==> src/rtl/move_cmd_queue_if.sv <==
// Command handshake between the move queue and the game engine.
// master = queue side (drives the head command), slave = engine side.
interface move_cmd_queue_if;
  logic       cmd_valid;
  logic [1:0] cmd_code;
  logic       cmd_ready;

  modport master (
    output cmd_valid,
    output cmd_code,
    input  cmd_ready
  );

  modport slave (
    input  cmd_valid,
    input  cmd_code,
    output cmd_ready
  );
endinterface

==> src/rtl/move_cmd_queue.sv <==
// Collects per-key move pulses, arbitrates them by fixed priority
// and serialises them into a small command FIFO for the engine.
module move_cmd_queue #(
  parameter int DEPTH = 4,
  parameter int PTR_W = 2
) (
  input  logic             clk,
  input  logic             RST,
  input  logic [3:0]       move_pulse,
  move_cmd_queue_if.master cmd,
  output logic [PTR_W:0]   fifo_count,
  output logic             drop_flag
);

  localparam logic [PTR_W:0] FULL = (PTR_W+1)'(DEPTH);
  localparam logic [PTR_W:0] ONE  = (PTR_W+1)'(1);

  logic [3:0]       pend;
  logic [3:0]       grant;
  logic [1:0]       gcode;
  logic [PTR_W-1:0] rd_ptr;
  logic [PTR_W-1:0] wr_ptr;
  logic [1:0]       mem [DEPTH];
  logic             pop;
  logic             push;
  logic             space;
  logic             coalesce;

  assign cmd.cmd_valid = (fifo_count != '0);
  assign cmd.cmd_code  = mem[rd_ptr];

  assign pop   = cmd.cmd_valid & cmd.cmd_ready;
  assign space = (fifo_count != FULL) | pop;

  always_comb begin
    grant = '0;
    gcode = 2'd0;
    if (space) begin
      priority case (1'b1)
        pend[3]: begin grant = 4'b1000; gcode = 2'd3; end
        pend[2]: begin grant = 4'b0100; gcode = 2'd2; end
        pend[1]: begin grant = 4'b0010; gcode = 2'd1; end
        pend[0]: begin grant = 4'b0001; gcode = 2'd0; end
        default: begin grant = '0;      gcode = 2'd0; end
      endcase
    end
  end

  assign push     = |grant;
  // A repeat pulse is only lost if its key is still waiting ungranted
  assign coalesce = |(move_pulse & pend & ~grant);

  always_ff @(posedge clk) begin
    if (RST) begin
      pend       <= '0;
      rd_ptr     <= '0;
      wr_ptr     <= '0;
      fifo_count <= '0;
      drop_flag  <= 1'b0;
      for (int i = 0; i < DEPTH; i++) mem[i] <= 2'd0;
    end else begin
      pend <= (pend & ~grant) | move_pulse;
      if (coalesce) drop_flag <= 1'b1;
      if (push) begin
        mem[wr_ptr] <= gcode;
        wr_ptr      <= wr_ptr + 1'b1;
      end
      if (pop) rd_ptr <= rd_ptr + 1'b1;
      unique case ({push, pop})
        2'b10:   fifo_count <= fifo_count + ONE;
        2'b01:   fifo_count <= fifo_count - ONE;
        default: fifo_count <= fifo_count;
      endcase
    end
  end

endmodule

==> src/flat_wrapper.sv <==
// flat-port wrapper written by rule: the top's interface ports become plain ports
module move_cmd_queue_flat 
#(
  parameter int DEPTH = 4,
  parameter int PTR_W = 2
)
  (clk, RST, move_pulse, fifo_count, drop_flag, cmd_cmd_valid, cmd_cmd_code, cmd_cmd_ready);
  move_cmd_queue_if cmd_i ();
  input  logic clk;
  input  logic RST;
  input  logic [3:0] move_pulse;
  output logic [PTR_W:0] fifo_count;
  output logic drop_flag;
  output wire logic [$bits(cmd_i.cmd_valid)-1:0] cmd_cmd_valid;
  output wire logic [$bits(cmd_i.cmd_code)-1:0] cmd_cmd_code;
  input wire logic [$bits(cmd_i.cmd_ready)-1:0] cmd_cmd_ready;
  assign cmd_cmd_valid = cmd_i.cmd_valid;
  assign cmd_cmd_code = cmd_i.cmd_code;
  assign cmd_i.cmd_ready = cmd_cmd_ready;
  move_cmd_queue #(.DEPTH(DEPTH), .PTR_W(PTR_W)) u_core (.clk(clk), .RST(RST), .move_pulse(move_pulse), .cmd(cmd_i), .fifo_count(fifo_count), .drop_flag(drop_flag));
endmodule
==> config.mk <==
export PLATFORM = sky130hd
export DESIGN_NAME = move_cmd_queue_flat
export DESIGN_NICKNAME = d
export VERILOG_FILES = /design/src/rtl/move_cmd_queue_if.sv /design/src/rtl/move_cmd_queue.sv /design/src/flat_wrapper.sv
export SDC_FILE = /design/constraint.sdc
export NUM_CORES = 1
export LEC_CHECK = 0
export ABC_AREA = 1
export CORE_ASPECT_RATIO = 0.75
export CORE_UTILIZATION = 40
export DETAILED_ROUTE_END_ITERATION = 12
export HOLD_SLACK_MARGIN = 0.12
export PLACE_DENSITY_LB_ADDON = 0.05
export SYNTH_ARGS = -nofsm -noshare
export SYNTH_HDL_FRONTEND = slang
export SYNTH_SLANG_ARGS = --single-unit
export TNS_END_PERCENT = 1
==> constraint.sdc <==
create_clock -name clk -period 2.25 [get_ports clk]
set_input_delay 0.225 -clock clk [delete_from_list [all_inputs] [get_ports clk]]
set_output_delay 0.225 -clock clk [all_outputs]
set_load 0.005 [all_outputs]
==> results by group <==
Worst setup path
  • Crit. End Element: flop
  • CP Data Required Time: between 2 and 2.5 ns
  • CP startpoint kind: flop
  • Setup Crit Path Kind: reg2reg
  • Crit path arrival time: 2.24 ns
  • Crit path max fanout: 5
  • Most frequent CP cell: inv_1
  • Critical Path Max Stage Delay: approximately 0.37 ns
  • Crit path cell chain: inv_1, nor2_2, nand2_4, nand2_2, nand2_4, inv_1, ha_1, inv_1, fa_1, a21oi_1, o21ai_0, o21ai_0, a21oi_1
  • Slowest CP cell: fa_1

Die
  • Ports: 14
  • Initial Util: 44.75%
  • Core Area: 2421 µm²
  • Die Wd: 62.10 µm
  • DIE HEIGHT: roughly 47 µm
  • Num rows: 15
  • Die area: approximately 3000 µm²

Yosys
  • Sequential area share after synthesis: between 40 and 50%
  • Avg Cell Area, Syn: about 8.0 µm²
  • YS warnings: 0
  • Synth unique cells: 24
  • Mapped cell area: between 1000 and 1500 µm²
  • Syn nets: about 140
  • #FFs+latches synth: 22
  • Synth Instances: around 140

STA
  • Setup Skew: approximately 0.0023 ns
  • Minimum clock period after layout: 2.034 ns
  • Unrepaired setup endpoints after global routing: no
  • Crit share post-route: around nine tenths
  • Worst-Margin Slew: ~0.26 ns
  • Slew margin rel.: approximately 83%
  • Setup TNS: 0 ns
  • Setup Viol. Count Final: 0
  • Pins Over Slew Limit: 0
  • Fin. Hold Viols: 0
  • Fmax: 491.7 MHz
  • Final WS setup: between 0.2 and 0.25 ns

Route
  • # DRC: 0
  • Drt total wl: 1797 µm
  • DR WL/cell: approximately 9.5 µm
  • DR pass1 iterations: 4
  • Starting DRT DRC Count: 47
  • Via count: 856
  • Vias/cell: 4.529
  • Final ANT Viol Nets: 0

Clock tree
  • Cts repair resizes: 0
  • H-Tree Depth: 1
  • Setup Fix Bufs, Post-CTS: 0
  • Clock transition at path regs: between 0.1 and 0.15 ns
  • CTS Buf Count: 3
  • CTS tree: built
  • Cts hold-fix bufs: 0
  • Worst-skew pair later-pin latency: approximately 0.3 ns
  • CTS Sinks: 22
  • Root Buffer Master: clkbuf_4
  • Clock tree buffer depth: 2

Outcome
  • Status: finished, final reports clean

Flow run
  • Max Cap Violations: 0

Power and ir drop
  • Leakage: ~0.59 nW
  • Maximum VDD drop: approximately 0.00043 V
  • Sequential power share: 43.4%
  • Pwr dens: around 940 nW/µm²
  • Sw Share: between 30% and 40%
  • Psw: just under 0.4 mW
  • Comb pwr share: 32.9%
  • Int Power: about 0.87 mW
  • Tot Pwr: between 1 and 1.5 mW
  • Clk network pwr share: a little under a quarter

Min path
  • Class of the worst hold path: reg2reg

Place
  • Post-Place Setup Slack: -0.03288 ns
  • Final weighted congestion of routability-driven global placement: approximately 0.74
  • DP HPWL: about 1400 µm
  • Post-Place Cells: about 190
  • Port Buffers: 13

Finish
  • Non-filler instance count after layout: ~190
  • Area growth from synthesis to layout: 23.09%
  • Fillers: 222
  • Antenna diode count: 0
  • Final nets: 165
  • Fraction of layout instances using a drive strength above 1: roughly 15%

GRT
  • GR Util All Layers: around 13%
  • Initial antenna violation count: 0
  • GR Overflow Total: 0
  • Vias in the first global route: slightly below 700
  • Largest net degree at the start of global routing: 15
  • Wire length of the first global-routing pass: approximately 2900 µm
power by group through the flow:
stage / Clock [mW] / Combinational, mW / Sequential [mW]
2_1_floorplan: 0 / 0.248 / 0.544
3_3_place_gp: 0 / 0.410 / 0.552
3_5_place_dp: 0 / 0.416 / 0.554
4_1_cts: 0.307 / 0.418 / 0.545
5_1_grt: 0.318 / 0.467 / 0.556
6_report: 0.297 / 0.413 / 0.545
sequential cells by signal (all words and copies together), names as in the netlist, named ones only:
signal / flops
u_core.drop_flag: 1
u_core.fifo_count: 3
u_core.mem: 8
u_core.pend: 4
u_core.rd_ptr: 2
u_core.wr_ptr: 2
synth_stat cells:
library cell,instances,share of area [%]
nor2_4,2,2.1
dfxtp_1,14,26
ha_1,1,1.2
nand2_4,2,2.1
o21ai_2,1,0.81
nand3_1,1,0.46
nand4_2,1,1.2
fa_1,1,1.8
a21oi_1,10,4.6
o22ai_1,2,1.2
o21ai_1,1,0.46
o21ai_0,9,4.2
nand2_1,24,8.3
nand2_2,2,1.2
buf_2,1,0.46
inv_2,2,0.69
nor2_2,3,1.7
nand3_2,1,0.92
o21a_1,1,0.69
a21boi_2,1,1.0
edfxtp_1,8,22
nor2_1,23,8.0
inv_1,21,7.3
nand4_1,3,1.7
cell usage in the layout, fill, tap and decap left out, types with 3 or more instances in the layout:
master | Yosys | routed
a21oi_1 | 10 | 10
buf_4 | 0 | 4
clkbuf_4 | 0 | 3
clkdlybuf4s50_1 | 0 | 13
dfxtp_1 | 14 | 14
edfxtp_1 | 8 | 8
inv_1 | 21 | 21
nand2_1 | 24 | 24
nand4_1 | 3 | 3
nor2_1 | 23 | 23
nor2_2 | 3 | 3
o21ai_0 | 9 | 9
cell type report:
type / count / area (µm²) / share of cell area (%)
flip-flops and latches: 22 / 520.5 / 39.02
multi-input cells: 89 / 471.7 / 35.37
repair buffers: 17 / 160.2 / 12.01
inverters: 23 / 86.33 / 6.473
well taps: 34 / 42.54 / 3.189
clock inverters: 1 / 30.03 / 2.251
clock buffers: 3 / 22.52 / 1.689
critical path, delay by kind of cell, from the launching register on:
family,cells,cell delay (ns)
flops,1,0.36
fa+ha+maj,2,0.50
simple gates,4,0.39
compound gates,4,0.46
buf+inv,3,0.22
stage by stage:
stage                     instance area [µm²]  hold WS [ns]  utilization (%)
after floorplan                          1084        0.2941                -
after global placement                   1281        0.4418            52.92
after detailed placement                 1281        0.4548            52.92
after CTS                                1334        0.4756            55.09
after global routing                     1334        0.5035            55.09
final                                    1334        0.4653            55.09
logic make-up (layout without fill, tap and decap cells):
group,Yosys count,in the layout,synth area share [%]
AO/OA/AOI/OAI,25,25,12.93
adder cells (fa/ha/maj),2,2,3.002
buffers and inverters,24,44,8.430
flip-flops,22,22,48.04
AND/OR/NAND/NOR,62,62,27.60
worst paths after layout:
path	start	endpoint	slack, ns	depth (start not counted)
setup / recovery	u_core.fifo_count[2]	u_core.fifo_count[2]	0.22	13
hold / removal	u_core.drop_flag	u_core.drop_flag	0.47	2
setup reg to reg	u_core.fifo_count[2]	u_core.fifo_count[2]	0.22	13
hold reg to reg	u_core.drop_flag	u_core.drop_flag	0.47	2
per-layer routing:
metal  track usage [%]  vias to the layer above  share of wire (%)
li1                  -                      472                  -
met1             16.96                      369                 54
met2             21.98                       13                 42
met3             5.097                        2                3.2
met4             4.186                        0               0.67
met5                 0                        -                  0
(Power assumes the default switching activity.)
